==> src/rtl/capture_ctrl_pkg.sv <==
// Shared types and constants for the capture run controller.
package capture_pkg;

  typedef enum logic [1:0] {
    IDLE  = 2'd0,
    ARMED = 2'd1,
    POST  = 2'd2,
    DONE  = 2'd3
  } state_t;

  // Wide all-ones value; users slice it down to their counter width (up to 64 bits).
  localparam logic [63:0] NUM_SAT = '1;

endpackage

==> src/rtl/capture_ctrl_if.sv <==
// Sample stream bundle between the sampler, the run controller and capture storage.
interface capture_if #(parameter int SDW = 32) ();

  logic [SDW-1:0] sti_tdata;
  logic           sti_trigger;
  logic           sti_tvalid;
  logic           sti_tready;

  logic [SDW-1:0] sto_tdata;
  logic           sto_trigger;
  logic           sto_tlast;
  logic           sto_tvalid;
  logic           sto_tready;

  modport master (
    input  sti_tdata, sti_trigger, sti_tvalid,
    output sti_tready,
    output sto_tdata, sto_trigger, sto_tlast, sto_tvalid,
    input  sto_tready
  );

  modport slave (
    output sti_tdata, sti_trigger, sti_tvalid,
    input  sti_tready,
    input  sto_tdata, sto_trigger, sto_tlast, sto_tvalid,
    output sto_tready
  );

endinterface

==> src/rtl/capture_ctrl_str_reg.sv <==
// Generic single-stage valid/ready register slice with a hard flush.
module str_reg #(
  parameter int DW = 8
) (
  input  logic          clk,
  input  logic          rst,
  input  logic          flush,
  input  logic [DW-1:0] in_data,
  input  logic          in_valid,
  output logic          in_ready,
  output logic [DW-1:0] out_data,
  output logic          out_valid,
  input  logic          out_ready
);

  assign in_ready = ~out_valid | out_ready;

  // Flush drops the held word without waiting for the consumer.
  always_ff @(posedge clk or posedge rst) begin
    if (rst) begin
      out_valid <= 1'b0;
      out_data  <= '0;
    end else if (flush) begin
      out_valid <= 1'b0;
    end else if (in_valid && in_ready) begin
      out_valid <= 1'b1;
      out_data  <= in_data;
    end else if (out_ready) begin
      out_valid <= 1'b0;
    end
  end

endmodule

==> src/rtl/capture_ctrl.sv <==
// Capture run controller: arms on command, forwards pre-trigger samples, then a
// fixed number of post-trigger samples ending in tlast.
module capture_ctrl
  import capture_pkg::*;
#(
  parameter int SDW = 32,
  parameter int SNW = 32
) (
  input  logic           clk,
  input  logic           rst,
  input  logic           cmd_arm,
  input  logic           cmd_abort,
  input  logic [SNW-1:0] cfg_post,
  output logic           sts_armed,
  output logic           sts_run,
  output logic           sts_done,
  output logic [SNW-1:0] sts_num,
  capture_if.master      stream
);

  localparam logic [SNW-1:0] SAT = NUM_SAT[SNW-1:0];

  state_t         state;
  logic [SNW-1:0] post_r;
  logic [SNW-1:0] cnt;
  logic           forwarding;
  logic           slice_ready;
  logic           load;
  logic           is_trig;
  logic           is_last;
  logic [SDW+1:0] load_word;
  logic [SDW+1:0] out_word;
  logic [SNW-1:0] num_inc;

  assign forwarding = (state == ARMED) || (state == POST);
  assign stream.sti_tready = forwarding ? slice_ready : 1'b1;
  assign load = forwarding & stream.sti_tvalid & slice_ready & ~cmd_abort;
  assign is_trig = (state == ARMED) & stream.sti_trigger;
  // POST is only entered with post_r >= 1, so post_r-1 never wraps there.
  assign is_last = (is_trig & (post_r == '0))
                 | ((state == POST) & (cnt == post_r - 1'b1));
  assign load_word = {is_trig, is_last, stream.sti_tdata};
  assign num_inc = (sts_num == SAT) ? sts_num : sts_num + 1'b1;

  str_reg #(.DW(SDW + 2)) u_out (
    .clk       (clk),
    .rst       (rst),
    .flush     (cmd_abort),
    .in_data   (load_word),
    .in_valid  (load),
    .in_ready  (slice_ready),
    .out_data  (out_word),
    .out_valid (stream.sto_tvalid),
    .out_ready (stream.sto_tready)
  );

  assign {stream.sto_trigger, stream.sto_tlast, stream.sto_tdata} = out_word;

  // Status flags are written alongside the state so they always mirror it.
  always_ff @(posedge clk or posedge rst) begin
    if (rst) begin
      state     <= IDLE;
      post_r    <= '0;
      cnt       <= '0;
      sts_num   <= '0;
      sts_armed <= 1'b0;
      sts_run   <= 1'b0;
      sts_done  <= 1'b0;
    end else if (cmd_abort) begin
      state     <= IDLE;
      cnt       <= '0;
      sts_armed <= 1'b0;
      sts_run   <= 1'b0;
      sts_done  <= 1'b0;
    end else begin
      case (state)
        IDLE, DONE: begin
          if (cmd_arm) begin
            state     <= ARMED;
            post_r    <= cfg_post;
            cnt       <= '0;
            sts_num   <= '0;
            sts_armed <= 1'b1;
            sts_run   <= 1'b1;
            sts_done  <= 1'b0;
          end
        end
        ARMED: begin
          if (load) begin
            sts_num <= num_inc;
            if (is_trig) begin
              sts_armed <= 1'b0;
              if (is_last) begin
                state    <= DONE;
                sts_run  <= 1'b0;
                sts_done <= 1'b1;
              end else begin
                state <= POST;
              end
            end
          end
        end
        POST: begin
          if (load) begin
            sts_num <= num_inc;
            cnt     <= cnt + 1'b1;
            if (is_last) begin
              state    <= DONE;
              sts_run  <= 1'b0;
              sts_done <= 1'b1;
            end
          end
        end
        default: begin
          state <= IDLE;
        end
      endcase
    end
  end

endmodule
==> src/flat_wrapper.sv <==
// flat-port wrapper written by rule: the top's interface ports become plain ports
module capture_ctrl_flat import capture_pkg::*;
#(
  parameter int SDW = 32,
  parameter int SNW = 32
)
  (clk, rst, cmd_arm, cmd_abort, cfg_post, sts_armed, sts_run, sts_done, sts_num, stream_sti_tdata, stream_sti_trigger, stream_sti_tvalid, stream_sti_tready, stream_sto_tdata, stream_sto_trigger, stream_sto_tlast, stream_sto_tvalid, stream_sto_tready);
  capture_if #(.SDW(SDW)) stream_i ();
  input  logic clk;
  input  logic rst;
  input  logic cmd_arm;
  input  logic cmd_abort;
  input  logic [SNW-1:0] cfg_post;
  output logic sts_armed;
  output logic sts_run;
  output logic sts_done;
  output logic [SNW-1:0] sts_num;
  input wire logic [$bits(stream_i.sti_tdata)-1:0] stream_sti_tdata;
  input wire logic [$bits(stream_i.sti_trigger)-1:0] stream_sti_trigger;
  input wire logic [$bits(stream_i.sti_tvalid)-1:0] stream_sti_tvalid;
  output wire logic [$bits(stream_i.sti_tready)-1:0] stream_sti_tready;
  output wire logic [$bits(stream_i.sto_tdata)-1:0] stream_sto_tdata;
  output wire logic [$bits(stream_i.sto_trigger)-1:0] stream_sto_trigger;
  output wire logic [$bits(stream_i.sto_tlast)-1:0] stream_sto_tlast;
  output wire logic [$bits(stream_i.sto_tvalid)-1:0] stream_sto_tvalid;
  input wire logic [$bits(stream_i.sto_tready)-1:0] stream_sto_tready;
  assign stream_i.sti_tdata = stream_sti_tdata;
  assign stream_i.sti_trigger = stream_sti_trigger;
  assign stream_i.sti_tvalid = stream_sti_tvalid;
  assign stream_sti_tready = stream_i.sti_tready;
  assign stream_sto_tdata = stream_i.sto_tdata;
  assign stream_sto_trigger = stream_i.sto_trigger;
  assign stream_sto_tlast = stream_i.sto_tlast;
  assign stream_sto_tvalid = stream_i.sto_tvalid;
  assign stream_i.sto_tready = stream_sto_tready;
  capture_ctrl #(.SDW(SDW), .SNW(SNW)) u_core (.clk(clk), .rst(rst), .cmd_arm(cmd_arm), .cmd_abort(cmd_abort), .cfg_post(cfg_post), .sts_armed(sts_armed), .sts_run(sts_run), .sts_done(sts_done), .sts_num(sts_num), .stream(stream_i));
endmodule
==> config.mk <==
export PLATFORM = sky130hd
export DESIGN_NAME = capture_ctrl_flat
export DESIGN_NICKNAME = d
export VERILOG_FILES = /design/src/rtl/capture_ctrl_pkg.sv /design/src/rtl/capture_ctrl_if.sv /design/src/rtl/capture_ctrl_str_reg.sv /design/src/rtl/capture_ctrl.sv /design/src/flat_wrapper.sv
export SDC_FILE = /design/constraint.sdc
export NUM_CORES = 1
export LEC_CHECK = 0
export ABC_AREA = 1
export CELL_PAD_IN_SITES_DETAIL_PLACEMENT = 1
export CELL_PAD_IN_SITES_GLOBAL_PLACEMENT = 1
export CORE_UTILIZATION = 39
export CTS_CLUSTER_SIZE = 25
export DETAILED_ROUTE_END_ITERATION = 16
export PLACE_DENSITY = 0.89
export SYNTH_ARGS = -nofsm -noshare
export SYNTH_HDL_FRONTEND = slang
export SYNTH_SLANG_ARGS = --single-unit
==> constraint.sdc <==
create_clock -name clk -period 5.64 [get_ports clk]
set_input_delay 1.41 -clock clk [delete_from_list [all_inputs] [get_ports clk]]
set_output_delay 1.41 -clock clk [all_outputs]
set_load 0.1 [all_outputs]
* Word-level counts from Yosys, hierarchy flattened *
Cells that the tools add are included.

operators by class
  add/subtract/negate cells = 3
  equality and inequality tests = 13
  mux-type cells = 37
  bitwise operators = 10
  reductions and logical operators = 16

operator list
  operator                                                               number
  32-bit 2-to-1 mux                                                      5
  32-bit one-hot mux with 2 select lines                                 2
  32-bit by 1-bit adder with 32-bit output, second input constant        2
  32-bit equality test                                                   1
  32-bit equality test, second input constant                            1
  32-bit logical NOT                                                     1
  32-bit by 1-bit subtractor with 32-bit output, second input constant   1
  1-bit 2-to-1 mux                                                       20
  2-bit 2-to-1 mux                                                       6
  4-bit AND reduction                                                    3
  3-bit != test, second input constant                                   3
  3-bit nonzero test                                                     3
  1-bit bitwise AND                                                      6
  3-bit by 2-bit != test with 1-bit output, second input constant        2
  1-bit one-hot mux with 3 select lines                                  2
  2-bit one-hot mux with 3 select lines                                  1
  3-bit AND reduction                                                    2
  5-bit AND reduction                                                    1
  2-bit equality test, second input constant                             2
  2-bit != test, second input constant                                   2
  2-bit OR reduction                                                     2
  2-bit by 1-bit equality test with 1-bit output, second input constant  1
  2-bit logical NOT                                                      1
  2-bit by 1-bit != test with 1-bit output, second input constant        1
  6 further kinds                                                        8

word-level totals
  register bits after elaboration = 136
  bits of input ports = 71
  output and inout port bits = 71

* Depth between registers and ports, before layout *
  depth in word-level cells = 9
  depth in mapped cells = 19
  depth with buffers taken out = 19

* Cells and area by module *
A second synthesis with hierarchy kept.

unflattened totals
  cell total of the unflattened synthesis = 1080
  area, all modules = 7955.1 um^2

modules (own cells, without submodules)
  module        instances  cells an instance  area each (um^2)  seq. area each (um^2)
  capture_ctrl  1          927                6537.5            2527.4
  str_reg       1          153                1417.6            875.8

* Worst setup path after synthesis *
No wires, ideal clock.

  path kind = in2out
  start point = input stream_sto_tready
  end point = output stream_sti_tready
  arrival time = 2.194 ns
  required time = 4.230 ns
  setup slack = 2.036 ns
  stages on the path = 2
  buffers on the path = 0
  path through = inv_1 > nand3_1

between the ends
  word-level cells in the longest chain between the ends = 2

RTL lines
  what              line                        source
  from (decl)       flat_wrapper.sv:26          input wire logic [$bits(stream_i.sto_tready)-1:0] stream_sto_tready;
  1-bit OR          capture_ctrl_str_reg.sv:16  assign in_ready = ~out_valid | out_ready;
  1-bit 2-to-1 mux  capture_ctrl.sv:36          assign stream.sti_tready = forwarding ? slice_ready : 1'b1;
  to (decl)         flat_wrapper.sv:21          output wire logic [$bits(stream_i.sti_tready)-1:0] stream_sti_tready;

No other way between the ends.

* Worst setup path in the final report *
  start point = input cmd_abort
  end point = register u_core.sts_num[23]

between the ends
  word-level cells in the longest chain between the ends = 4

RTL lines
  what                                                       line                 source
  from (decl)                                                flat_wrapper.sv:12   input logic cmd_abort;
  1-bit NOT (no source line) (*)                             -
  1-bit bitwise AND                                          capture_ctrl.sv:37   assign load = forwarding & stream.sti_tvalid & slice_ready & ~cmd_abort;
  2-bit by 1-bit != test with 1-bit output (no source line)  -
  4-bit AND reduction (no source line) (*)                   -
  to (signal assigned)                                       capture_ctrl.sv:90   sts_num <= num_inc;
  to (signal assigned)                                       capture_ctrl.sv:105  sts_num <= num_inc;
  to (decl)                                                  capture_ctrl.sv:17   output logic [SNW-1:0] sts_num,

Mark *: on every way between the ends. The rest lies on a longest branch, timed or not.
A chain may end at the register's enable or synchronous reset.

==> key figures <==
Run status
  • Outcome: finished, final reports clean

Detailed routing
  • Antenna Violating Nets Remaining: 0
  • DRT Pass-1 Iters: 4
  • Vias: 8233
  • Avg Vias per Cell: ~5.2
  • Routed len/inst: around 17 um
  • DRC violations left: 0
  • Final WL: about 27 mm
  • DRT iter0 DRCs: ~420

Final layout
  • Area Growth Syn to Fin: 27.25%
  • Layout cells sized above 1: 0.08049
  • Final #Nets: about 1400
  • Core Util, Final: 0.5055
  • Most frequent cells in the layout: nand2_1, nor2_1, clkdlybuf4s50_1, dfrtp_1, inv_1
  • Commonest non-fill, non-tap cell in the layout: nand2_1
  • Antenna cell count: 0

Clocking
  • Clk buf depth: 2
  • CTS sink cnt: roughly 140
  • Clk pin slew, worst setup/hold paths: about 0.07 ns
  • # hold bufs at CTS: 0
  • Post-CTS setup buffers: 0
  • Clk_lat worst skew: roughly 0.44 ns
  • Htree depth: 4
  • Root Driver: clkbuf_16
  • Num CTS Buffers: 17
  • PostCTS Resize Cnt: 0
  • CTS tree: yes

Die
  • Starting Density: 0.3972
  • Chip Height: ~150 um
  • I/O pin total: 142
  • Die area: between 20000 and 25000 sq um
  • Die X: 148.1 um
  • # rows: 53
  • CORE AREA: approximately 21000 sq um

Synth
  • Syn Nets: roughly 1200
  • Sequential area share after synthesis: 0.4088
  • Mapped Area: between 8000 and 9000 sq um
  • Synth area leaders: dfrtp_1, nand2_1, nor2_1
  • Cells after Synth: roughly 1200
  • Distinct cells, synth: 49
  • Post-synth top area share: 0.4088
  • Area leader, netlist: dfrtp_1
  • Synth Warn #: 0
  • #FFs+latches synth: between 100 and 150
  • Mean Syn Cell Area: just over 7 sq um

Power and ir drop
  • Leakage: between 4 and 5 nW
  • Power Density: between 500 and 600 nW/um^2
  • Worst IR Drop VDD: ~0.37 mV
  • Total Power: between 5 and 6 mW

Worst setup path
  • Setup crit end kind: flip-flop
  • Crit start category: input port
  • Worst R2R Setup Slack: between 2 and 2.5 ns
  • R2r worst-path depth: 11
  • CP Data Required Time: between 5 and 6 ns
  • Max incr delay on CP: 0.74 ns
  • Crit path kind: input port to flip-flop
  • Critical Path AT: around 4.5 ns
  • Slowest CP cell: clkdlybuf4s50_1
  • CP Buf/Inv Count: 4
  • Crit. path cell count: 10
  • CP Launch Point: cmd_abort
  • Cells along the critical path: clkdlybuf4s50_1 > nor2_4 > nand3_4 > clkinv_1 > buf_4 > o21ai_2 > nand2_2 > clkinv_2 > nand2_1 > o31ai_1
  • RR Startpoint: u_core.state[0]
  • Crit-path leading delay family: buffers and inverters
  • Critical-path maximum fanout: 37

STA
  • Slew @ Worst Pin: about 1.1 ns
  • # setup viols final: 0
  • Period utilization: 0.7351
  • Layout Skew: approximately 0.013 ns
  • RSZ-0062 raised after global routing: false
  • Tmin final: 4.146 ns
  • Max Freq: 241.2 MHz
  • Worst hold margin: slightly below 0.5 ns
  • Max-slew headroom at the worst pin: 0.2804
  • Slew Viols, Final: 0
  • Hold Vio Cnt, Final: 0
  • Setup_tns: 0 ns

Global route
  • Vias in the first global route: just under 9000
  • GRT Overall Usage: 0.2562
  • Grt total ovfl: 0
  • Initial antenna violation count: 0
  • First-pass GRT wire length: 44.30 mm
  • Largest net degree at the start of global routing: roughly 110

Job
  • Max cap viols: 0

Placed design
  • Routability cong.: between 0.8 and 0.9
  • DP Wirelength: 19.89 mm
  • IO buf count: 141

Min path
  • Hold WC Path Type: flip-flop to flip-flop
  • Hold path depth: 2
  • Hold path start: u_core.u_out.out_data[30]
[metal layers]
layer | wire, um | GRT usage
met1 | 11330 | 0.3106
met5 | 0 | 0
met4 | 641 | 0.07887
met2 | 13330 | 0.4528
met3 | 1501 | 0.05460
[final timing paths]
kind	to
hold reg to reg	u_core.u_out.out_data[30]
min in group asynchronous	u_core.sts_num[1]
hold / removal	u_core.u_out.out_data[30]
max in group asynchronous	u_core.u_out.out_data[27]
setup / recovery	u_core.sts_num[23]
setup reg to reg	u_core.sts_num[23]
[final cells by class]
class / count / area (sq um)
Clock inverter: 15 / 172.7
Timing Repair Buffer: 145 / 1439
Fill cell: 2692 / 10360
Sequential cell: 136 / 3403
Clock buffer: 17 / 425.4
Inverter: 111 / 422.9
Multi-Input combinational cell: 893 / 4385
Tap cell: 275 / 344.1
[cells in the mapped netlist (all sizes together)]
cell type / n
o31ai: 9
and3: 4
nor3b: 2
o21bai: 1
o21a: 2
nand3: 50
xor2: 30
dfrtp: 136
o41ai: 3
inv: 109
xnor2: 24
clkbuf: 19
a221oi: 1
nor4b: 1
nand4: 26
xnor3: 1
a31oi: 4
clkinv: 2
buf: 5
nor2: 169
and2: 2
o21ai: 43
nand3b: 12
or2: 5
nor4: 10
a21oi: 26
nand2: 434
a211oi: 2
nor3: 26
o211ai: 1
ha: 5
[kinds of logic after synthesis]
family                     synth area share
DFF                                  0.4088
buffers and inverters               0.06433
AOI/OAI and AO/OA                   0.06478
and+or+nand+nor                      0.3950
xor gates and xnor gates            0.05952
adders and majority gates          0.007515
[state kept, by name, indices dropped and copies added, names as in the netlist]
register and flops:
u_core.u_out.out_valid 1, u_core.sts_num 32, u_core.u_out.out_data 34, u_core.post_r 32, u_core.sts_run 1, u_core.cnt 32
u_core.state 2, u_core.sts_done 1, u_core.sts_armed 1
[worst min-delay path: cells and delay by family, from the launching register on]
kind / cells / cell delay, ns
and+or+nand+nor: 2 / 0.10
DFF: 1 / 0.35
[per-stage QoR]
step	instances	instance area (sq um)	worst slack, ns
after floorplan	1164	8324	0.5905
after detailed placement	1560	9995	1.084
after global routing	1592	10590	1.225
after global placement	1560	9995	1.145
after CTS	1592	10590	1.508
final	1592	10590	1.494
[power by group]
group          switching [mW]  internal [mW]  leakage [nW]
Sequential              0.260           1.22          1.80
Clock                   0.525          0.636         0.296
Combinational            2.06          0.716          2.78
Note: power is estimated with default switching activity, not from simulation.
